### config.mk
export PLATFORM = sky130hd
export DESIGN_NAME = pulse_stretcher
export DESIGN_NICKNAME = d
export VERILOG_FILES = /design/src/rtl/pulse_stretcher.sv
export SDC_FILE = /design/constraint.sdc
export NUM_CORES = 1
export LEC_CHECK = 0
export ABC_AREA = 1
export CORE_MARGIN = 5
export CORE_UTILIZATION = 50
export CTS_CLUSTER_SIZE = 28
export DETAILED_ROUTE_END_ITERATION = 10
export PLACE_DENSITY = 0.74
export SYNTH_ARGS = -nofsm -noshare
export SYNTH_HDL_FRONTEND = slang
export SYNTH_SLANG_ARGS = --single-unit
### constraint.sdc
create_clock -name clk -period 2.5 [get_ports clk]
set_input_delay 0.25 -clock clk [delete_from_list [all_inputs] [get_ports clk]]
set_output_delay 0.25 -clock clk [all_outputs]
set_load 0.05 [all_outputs]
### src/rtl/pulse_stretcher.sv
// pulse_stretcher: turns single-cycle triggers into fixed-width high levels,
// each followed by a guaranteed low gap. Triggers that arrive while a pulse
// is running are counted and replayed in order. If too many arrive, the extra
// ones are dropped and a sticky overflow flag is set.
//
// Optional feature: define PULSE_STRETCHER_RETRIGGER_EN so that a trigger
// during the high interval extends the current pulse instead of queueing.
//
// state | meaning
// ------+--------------------------------------------------------------
// IDLE  | no pulse in progress, nothing queued
// HIGH  | out=1, cnt counts down the remaining high cycles
// GAP   | out=0, cnt counts down the remaining low-gap cycles
module pulse_stretcher #(
   parameter int WIDTH_BITS = 8,
   parameter int QUEUE_BITS = 3
) (
   input  logic                  clk,
   input  logic                  reset,
   input  logic                  in,
   input  logic [WIDTH_BITS-1:0] width,
   input  logic [WIDTH_BITS-1:0] gap,
   output logic                  out,
   output logic                  busy,
   output logic [QUEUE_BITS-1:0] pending,
   output logic                  overflow
);

`ifdef PULSE_STRETCHER_RETRIGGER_EN
   localparam bit RETRIGGER_EN = 1'b1;
`else
   localparam bit RETRIGGER_EN = 1'b0;
`endif

   localparam logic [QUEUE_BITS-1:0] PEND_MAX = '1;

   typedef enum logic [1:0] {S_IDLE, S_HIGH, S_GAP} state_t;

   state_t                state;
   logic [WIDTH_BITS-1:0] cnt;
   logic [WIDTH_BITS-1:0] width_m1;
   logic [WIDTH_BITS-1:0] gap_m1;
   logic                  pend_full;

   // Zero-length settings are treated as one cycle.
   always_comb begin
      width_m1  = (width == '0) ? '0 : width - WIDTH_BITS'(1);
      gap_m1    = (gap == '0) ? '0 : gap - WIDTH_BITS'(1);
      pend_full = (pending == PEND_MAX);
   end

   // Sequencer: state, interval counter, pending queue and registered outputs.
   always_ff @(posedge clk) begin
      if (reset) begin
         state    <= S_IDLE;
         cnt      <= '0;
         out      <= 1'b0;
         busy     <= 1'b0;
         pending  <= '0;
         overflow <= 1'b0;
      end else begin
         case (state)
            S_IDLE: begin
               if (in) begin
                  state <= S_HIGH;
                  cnt   <= width_m1;
                  out   <= 1'b1;
                  busy  <= 1'b1;
               end
            end
            S_HIGH: begin
               if (in && RETRIGGER_EN) begin
                  cnt <= width_m1;
               end else begin
                  if (in) begin
                     if (!pend_full) pending <= pending + QUEUE_BITS'(1);
                     else            overflow <= 1'b1;
                  end
                  if (cnt == '0) begin
                     state <= S_GAP;
                     cnt   <= gap_m1;
                     out   <= 1'b0;
                  end else begin
                     cnt <= cnt - WIDTH_BITS'(1);
                  end
               end
            end
            S_GAP: begin
               if (cnt == '0) begin
                  if (pending != '0) begin
                     // A trigger on the dequeue cycle cancels the decrement.
                     state <= S_HIGH;
                     cnt   <= width_m1;
                     out   <= 1'b1;
                     if (!in) pending <= pending - QUEUE_BITS'(1);
                  end else if (in) begin
                     state <= S_HIGH;
                     cnt   <= width_m1;
                     out   <= 1'b1;
                  end else begin
                     state <= S_IDLE;
                     busy  <= 1'b0;
                  end
               end else begin
                  cnt <= cnt - WIDTH_BITS'(1);
                  if (in) begin
                     if (!pend_full) pending <= pending + QUEUE_BITS'(1);
                     else            overflow <= 1'b1;
                  end
               end
            end
            default: begin
               state <= S_IDLE;
               cnt   <= '0;
               out   <= 1'b0;
               busy  <= 1'b0;
            end
         endcase
      end
   end

endmodule

# Word level (Yosys, flattened, before mapping)
# Cells that the tools add are included.
# word_totals
ff_bits,16
inputBits,19
output_inout_bits,6
wordCells,67
# op_classes
addsub,5
eq_ne,11
mux,33
n_bitwise,1
reduce_logical,11
# ops
op,count
8-bit 2-to-1 mux,6
8-bit logical NOT,3
8-bit one-hot mux with 3 select lines,1
8-bit by 1-bit subtractor with 8-bit output (second input constant),3
3-bit 2-to-1 mux,5
1-bit 2-to-1 mux,13
2-bit inequality test (second input constant),6
2-bit 2-to-1 mux,3
3-bit inequality test (second input constant),2
1-bit one-hot mux with 3 select lines,2
2-bit one-hot mux with 3 select lines,1
3-bit one-hot mux with 2 select lines,1
3-bit AND reduction,2
5-bit AND reduction,1
2-bit AND reduction,2
3-bit by 1-bit adder with 3-bit output (second input constant),1
3-bit equality test (second input constant),1
3-bit nonzero test,1
3-bit by 1-bit subtractor with 3-bit output (second input constant),1
2-bit by 1-bit equality test with 1-bit output (second input constant),1
2-bit equality test (second input constant),1
2-bit logical NOT,1
1-bit one-hot mux with 2 select lines,1
2-bit nonzero test,1
1-bit NOT,1

# Depth between registers and ports, before layout
# Gate-level depths: netlist (run 1).
# logic_depth
word_depth,6
depth_mapped,13
mapped_depth_nobuf,13

# Worst setup path after synthesis (run 1)
# Ideal clock, no wire load.
# synth_timing
path_kind,reg2reg
start,reg pending[0]
end,reg pending[0]
setup_ps,122
arrival_ps,1733
t_required_ps,2378
slack_ps,645
path_stages_with_launch,11
path_buffers,0
period_less_slack_ps,1855
path_cell_list,dfxtp_1 > inv_1 > ha_1 > inv_1 > nor2_1 > nor2_1 > nor2_1 > o21ai_2 > o21ai_2 > o21ai_1 > a21oi_1
# synth_between
elab_chain_len,5
elab_cells_between_ends,12
cone_classes,add/sub (2); eq/ne (2); mux (6); reduce/logical (2)
# synth_lines
element,line_no,text
start: declaration,25,"output logic [QUEUE_BITS-1:0] pending,"
start signal: assignment,76,if (!pend_full) pending <= pending + QUEUE_BITS'(1);
start signal: assignment,95,if (!in) pending <= pending - QUEUE_BITS'(1);
start signal: assignment,107,if (!pend_full) pending <= pending + QUEUE_BITS'(1);
"3-bit by 1-bit adder with 3-bit output, or another cell as far along","76, 107",
"3-bit 2-to-1 mux, on equally long branches","76, 107, 95",
"3-bit 2-to-1 mux, on equally long branches","75, 90",
3-bit 2-to-1 mux,89,if (cnt == '0) begin
3-bit one-hot mux with 2 select lines,62,case (state)
# Parallel ways exist; a longest one is shown, timed or not. The select of a mux whose other input is x is not followed.
# A chain may end at the register's enable or synchronous reset.

# Worst setup path after layout (run 1)
# layout_timing
start,in width[0]
end,reg cnt[1]
# layout_between
elab_chain_len,6
elab_cells_between_ends,7
cone_classes,add/sub (1); mux (5); reduce/logical (1)
# layout_lines
element,line_no,text
start: declaration,21,"input logic [WIDTH_BITS-1:0] width,"
8-bit by 1-bit subtractor with 8-bit output / 8-bit logical NOT (equally long branches),47,width_m1 = (width == '0) ? '0 : width - WIDTH_BITS'(1);
8-bit 2-to-1 mux (*),47,
8-bit 2-to-1 mux,"64, 96",
8-bit 2-to-1 mux,90,if (pending != '0) begin
8-bit 2-to-1 mux,89,
8-bit one-hot mux with 3 select lines (*),62,
end signal: assignment,66,cnt <= width_m1;
end signal: assignment,93,cnt <= width_m1;
end signal: assignment,98,cnt <= width_m1;
end: declaration,40,logic [WIDTH_BITS-1:0] cnt;
# Every way passes the cells marked *; elsewhere a longest branch is shown, timed or not.

==> results of run 1 <==
-- cell families after synthesis --
kind of cell             count (synthesis)
AND/OR/NAND/NOR                        178
buffers and inverters                   51
AO/OA/AOI/OAI                           41
flip-flops                              16
adder cells (fa/ha/maj)                  9
XOR/XNOR                                 6
-- area by class of cell --
class	count	share of cell area, %
inverters	45	8.43
repair buffers	28	13.3
clock buffers	4	1.78
well taps	46	2.83
multi-input cells	234	57.9
flip-flops and latches	16	15.8
-- flip-flops by register name, summed over array words and instances, names as in the netlist --
name	cells
busy	1
pending	3
out	1
overflow	1
cnt	8
state	2
-- metrics by stage --
| step | hold slack (ps) | utilization, % |
|---|---|---|
| final | 473 | 61.4 |
| after global routing | 506 | 61.4 |
| after global placement | 454 | 60.3 |
| after detailed placement | 461 | 60.3 |
| after floorplan | 329 | - |
| after CTS | 479 | 61.4 |
-- routing by layer --
metal | GRT usage, % | vias to the layer above
li1 | - | 1034
met1 | 30.3 | 845
met2 | 32.5 | 67
met3 | 3.78 | 6
met4 | 5.96 | 0
met5 | 0 | -
-- worst paths after layout --
check | start | slack, ps | endpoint
min reg2reg | out | 470 | out
max | width[0] | 620 | cnt[1]
min | out | 470 | out
max reg2reg | pending[0] | 690 | pending[0]
-- cells in the mapped netlist, drive strengths merged --
cell,n
inv,44
ha,9
a221oi,1
nand3,53
dfxtp,16
xnor2,2
or2,4
xor2,4
nor2,34
nor3,3
o211ai,2
clkinv,1
a21oi,15
buf,3
nand4,6
clkbuf,3
o21ai,23
nand2,78
-- critical path: cells and delay by family --
kind	cells	cell delay, ps
compound gates	2	260
fa+ha+maj	1	280
buf+inv	3	730
simple gates	6	570
-- power breakdown --
group | total [mW] | switching [mW] | internal [mW] | leakage, nW
combinational | 0.665 | 0.419 | 0.246 | 0.847
sequential | 0.331 | 0.0370 | 0.294 | 0.132
clock | 0.178 | 0.0890 | 0.0887 | 0.0210
total | 1.17 | 0.545 | 0.629 | 1.00
==> impl_results.md, run 1 <==
- Setup ws final: 624 ps
- DRT iter0 DRCs: 204
- Final Hold Viols: 0
- Final cell count without fillers: 373
- Pre-CTS setup slack: 343 ps
- Slew Limit Fails: 0
- Post-CTS resize count: 0
- Max Cap Viol: 0
- Vias in the first global route: 1759
- Die width: between 60 and 70 um
- CTS hold repair buffers: 0
- Worst Hold Class: register to register
- Status: finished clean
- H-Tree Depth: 1
- Clock Tree Root: clkbuf_4
- Sequential area share after synthesis: between 10% and 20%
- Syn Nets: between 300 and 400
- Crit-path max cell delay: ~460 ps
- Detailed-route DRC error count: 0
- Worst-case clock skew: roughly 5.4 ps
- Main area contributors after synthesis: dfxtp_1 19%, nand2_1 16%, nand3_1 16%
- Area of the multi-input gates: 0.00118 mm2
- Final setup viols: 0
- Hold path cells: 2
- # IOs: 25
- Post-CTS Setup Repair Bufs: 0
- Largest area contributor in the netlist: dfxtp_1
- Die area: around 0.0047 mm2
- DRT met1 WL: around 2100 um
- Post-synthesis average cell area: 5.67 um2
- VDD IR max: between 0.3 and 0.4 mV
- Total number of vias: roughly 2000
- Fin crit period: between 1500 and 2000 ps
- RSZ-0062 raised after global routing: no
- Commonest non-fill, non-tap cell in the layout: nand2_1
- Reg area: 320 um2
- Post-DRT Antenna Nets: 0
- Fillers: approximately 350
- Cell variety after synth: 27
- Slew @ Worst Pin: around 700 ps
- Cts bufs inserted: 3
- CTS tree: done
- Main combinational cell family by area after synthesis: simple AND/OR/NAND/NOR gates
- Post-route cell area: just over 0.002 mm2
- Total gr overflow: 0
- Setup TNS: 0 ps
- Sinks on Clock Net: 16
- Worst setup SP type: primary input
- Adder-Cell Fraction of Synth Area: ~6.6%
- Complex-gate fraction of the synthesized area: 13.0%
- Highest metal layer with signal wires: met4
- Worst path required time: approximately 2700 ps
- Reg2reg path depth: 11
- Reg clk slew, reported paths: 100 ps
- Overall die height: a little under 70 um
- Mapped Cells: between 300 and 400
- Critical path endpoint category: register
- Clk Latency, worst-skew pair: 290 ps
- Crit-path cells: clkdlybuf4s50_1 > clkinv_1 > ha_1 > nand3_1 > inv_1 > nand2_2 > nand3_1 > o21ai_0 > nand2_1 > nand3_1 > nand3_1 > a21oi_1
- Max clock buf depth: 2
- Total core area: about 0.0033 mm2
- Yosys warning total: 0
- ANT cells: 0
- Met3 WL post-DR: between 300 and 400 um
- Via density: ~5.2
- Site Rows: 21
- First-pass GRT wire length: around 7700 um
- Multiplexer share of the synthesized area: 0%
- Area of placed instances: between 0.0015 and 0.002 mm2
- Syn Std Cell Area: around 0.0017 mm2
- Critical Path AT: 2100 ps
- Simple-gate share of the synthesized area: a little under half
- Largest net degree at the start of global routing: 17
- Initial antenna violation count: 0
- Synth top area share: 18.8%
- PD cells: 577 mW/mm2
- Power Total: 1.17 mW
- Initial Util: 51.5%
- Hpwl dp: approximately 3500 um
- Area growth from synthesis to layout: 19.1%
- Achievable Freq: between 0.5 and 0.6 GHz
- Share of layout cells above drive strength 1: under 10%
- IO buf count: 24
- Routed wire length per instance: between 10 and 15 um
- Layout Nets: about 360
- Most frequent cells in the layout: 75 x nand2_1, 53 x nand3_1, 42 x inv_1
- Placed cells: approximately 370
- CP max stage cell: clkdlybuf4s50_1
- Crit-path max FO: 10
- DRT Wirelength: approximately 4500 um
- Max_slew headroom: between 50% and 60%
- Crit share post-route: about 75%
- Gr usage total: about a fifth
- Post-Synth XOR/XNOR Area: ~3%
- Met2 WL post-DR: 2000 um
- CP dominant cell by count: nand3_1
- DRT Pass-1 Iters: 5
- Gpl congestion: about 0.93
- Flops & latches, synth: 16
- WS Path Type: primary input to register
- Pleak: 1.00 nW
Note: power is estimated with default switching activity, not from simulation.
==> run 2: changes to the inputs <==
==> constraint.sdc (replaced) <==
create_clock -name clk -period 1.75 [get_ports clk]
set_input_delay 0.175 -clock clk [delete_from_list [all_inputs] [get_ports clk]]
set_output_delay 0.175 -clock clk [all_outputs]
set_load 0.05 [all_outputs]
==> impl_results.md, run 2 (synthesized netlist as in run 1, its figures left out) <==
- Initial Util: roughly half
- Crit-path max cell delay: about 810 ps
- Cts bufs inserted: 3
- Max clock buf depth: 2
- Area growth from synthesis to layout: 31.9%
- Die area: around 0.0047 mm2
- First-pass GRT wire length: approximately 8200 um
- Largest registers: cnt: 8 flops, pending: 3 flops, state: 2 flops
- CP top delay family: buffers and inverters
- Max reg flops: 8
- Reg clk slew, reported paths: approximately 110 ps
- ANT cells: 0
- Via density: 5.31
- Initial antenna violation count: 0
- Critical path endpoint category: output port
- Gr usage total: a little under a quarter
- Site Rows: 21
- DRT Pass-1 Iters: 5
- Total gr overflow: 0
- VDD IR max: 0.634 mV
- # IOs: 25
- H-Tree Depth: 1
- Reg2reg start: cnt[0]
- Worst Hold Class: register to register
- Hold EP: out
- Clock Tree Root: clkbuf_4
- Total number of vias: 2113
- Area of placed instances: 0.00220 mm2
- DRT Wirelength: around 5000 um
- Worst setup SP type: register
- IO buf count: 24
- CTS hold repair buffers: 0
- CTS tree: done
- Worst path required time: approximately 1600 ps
- Routed wire length per instance: between 10 and 15 um
- Detailed-route DRC error count: 0
- Commonest non-fill, non-tap cell in the layout: nand2_1
- Post-route cell area: approximately 0.0023 mm2
- Fillers: ~320
- Reg-to-reg slack, setup: between 100 and 150 ps
- Layout Nets: about 380
- Crit-path max FO: 4
- Most frequent cells in the layout: 75 x nand2_1, 53 x nand3_1, 41 x inv_1
- RSZ-0062 raised after global routing: yes
- Worst-case clock skew: approximately 8.6 ps
- Sinks on Clock Net: 16
- FF-to-FF End: cnt[6]
- Post-DRT Antenna Nets: 0
- Min-delay src: out
- Fin crit period: 1650 ps
- Share of layout cells above drive strength 1: between 10% and 20%
- Max Cap Viol: 0
- Critical Path AT: approximately 1500 ps
- WP buf/inv: 1
- Gpl congestion: roughly 0.89
- CP max stage cell: clkdlybuf4s50_1
- Reg2reg path depth: 11
- Final Hold Viols: 0
- Status: finished clean
- Total core area: between 0.003 and 0.004 mm2
- Pleak: 1.15 nW
- Final cell count without fillers: slightly below 400
- Overall die height: ~68 um
- Max_slew headroom: 66.2%
- PD cells: 802 mW/mm2
- Hpwl dp: 3830 um
- Final setup viols: 0
- Hold path cells: 2
- Slew @ Worst Pin: about 510 ps
- Crit-path cells: clkdlybuf4s50_1
- Vias in the first global route: ~1900
- Clk Latency, worst-skew pair: 300 ps
- Slew Limit Fails: 0
- WS Path Type: register to output port
- Achievable Freq: 0.606 GHz
- Largest reg by FF count: cnt
- Die width: about 68 um
- Placed cells: just under 400
- DRT iter0 DRCs: about 220
- Largest net degree at the start of global routing: 15
- Crit share post-route: between 90% and 100%
[run 2: cell types whose count changed in the layout (fill, tap and decap cells not counted), sizes merged]
cell and delta:
buf +25, clkdlybuf4s50 -1, dlymetal6s2s +1
[run 2: metrics by stage]
stage | utilization (%) | hold slack [ps] | setup WS (ps) | TNS [ps] | power [mW]
2_1_floorplan | - | 254 | 95.7 | 0 | 1.19
3_3_place_gp | 66.4 | 456 | -140 | -752 | 1.51
3_5_place_dp | 66.4 | 458 | -171 | -959 | 1.52
4_1_cts | 67.5 | 476 | 33.6 | 0 | 1.78
5_1_grt | 68.0 | 497 | -7.92 | -15.7 | 1.96
6_report | 68.0 | 470 | 100 | 0 | 1.80
[run 2: final cells by class]
type	count	area [um2]	area share, %
clock buffers	4	36.3	1.61
repair buffers	53	473	21.0
flip-flops and latches	16	323	14.3
inverters	45	171	7.62
well taps	46	57.6	2.56
multi-input cells	234	1190	52.9
[run 2: how the worst max path moves through the flow]
stage | slack [ps] | startpoint | endpoint | cells after the start
3_5_place_dp | -170 | gap[0] | cnt[3] | 11
5_1_grt | -8 | pending[1] | pending[0] | 10
2_1_floorplan | 100 | pending[0] | pending[0] | 10
6_report | 100 | pending[1] | pending[1] | 1
3_3_place_gp | -140 | gap[0] | cnt[3] | 11
4_1_cts | 30 | pending[2] | pending[2] | 1
[run 2: metal layers]
metal / vias up / GRT usage [%] / routed length (um)
met4: 0 / 5.71 / 74
met1: 938 / 30.2 / 2250
met2: 86 / 37.7 / 2260
met3: 10 / 4.60 / 331
li1: 1079 / - / -
met5: - / 0 / 0
[run 2: what timing repair did]
| action | CTS | global route |
|---|---|---|
| setup buffers | 0 | 0 |
| resized for setup | 0 | 6 |
| hold endpoints to repair | 0 | 0 |
| endpoints found under the setup margin | 0 | 7 |
[run 2: report_power, final]
| part | internal, mW | switching, mW |
|---|---|---|
| clock network | 0.127 | 0.137 |
| registers | 0.421 | 0.0511 |
| logic | 0.432 | 0.637 |
| total | 0.979 | 0.826 |
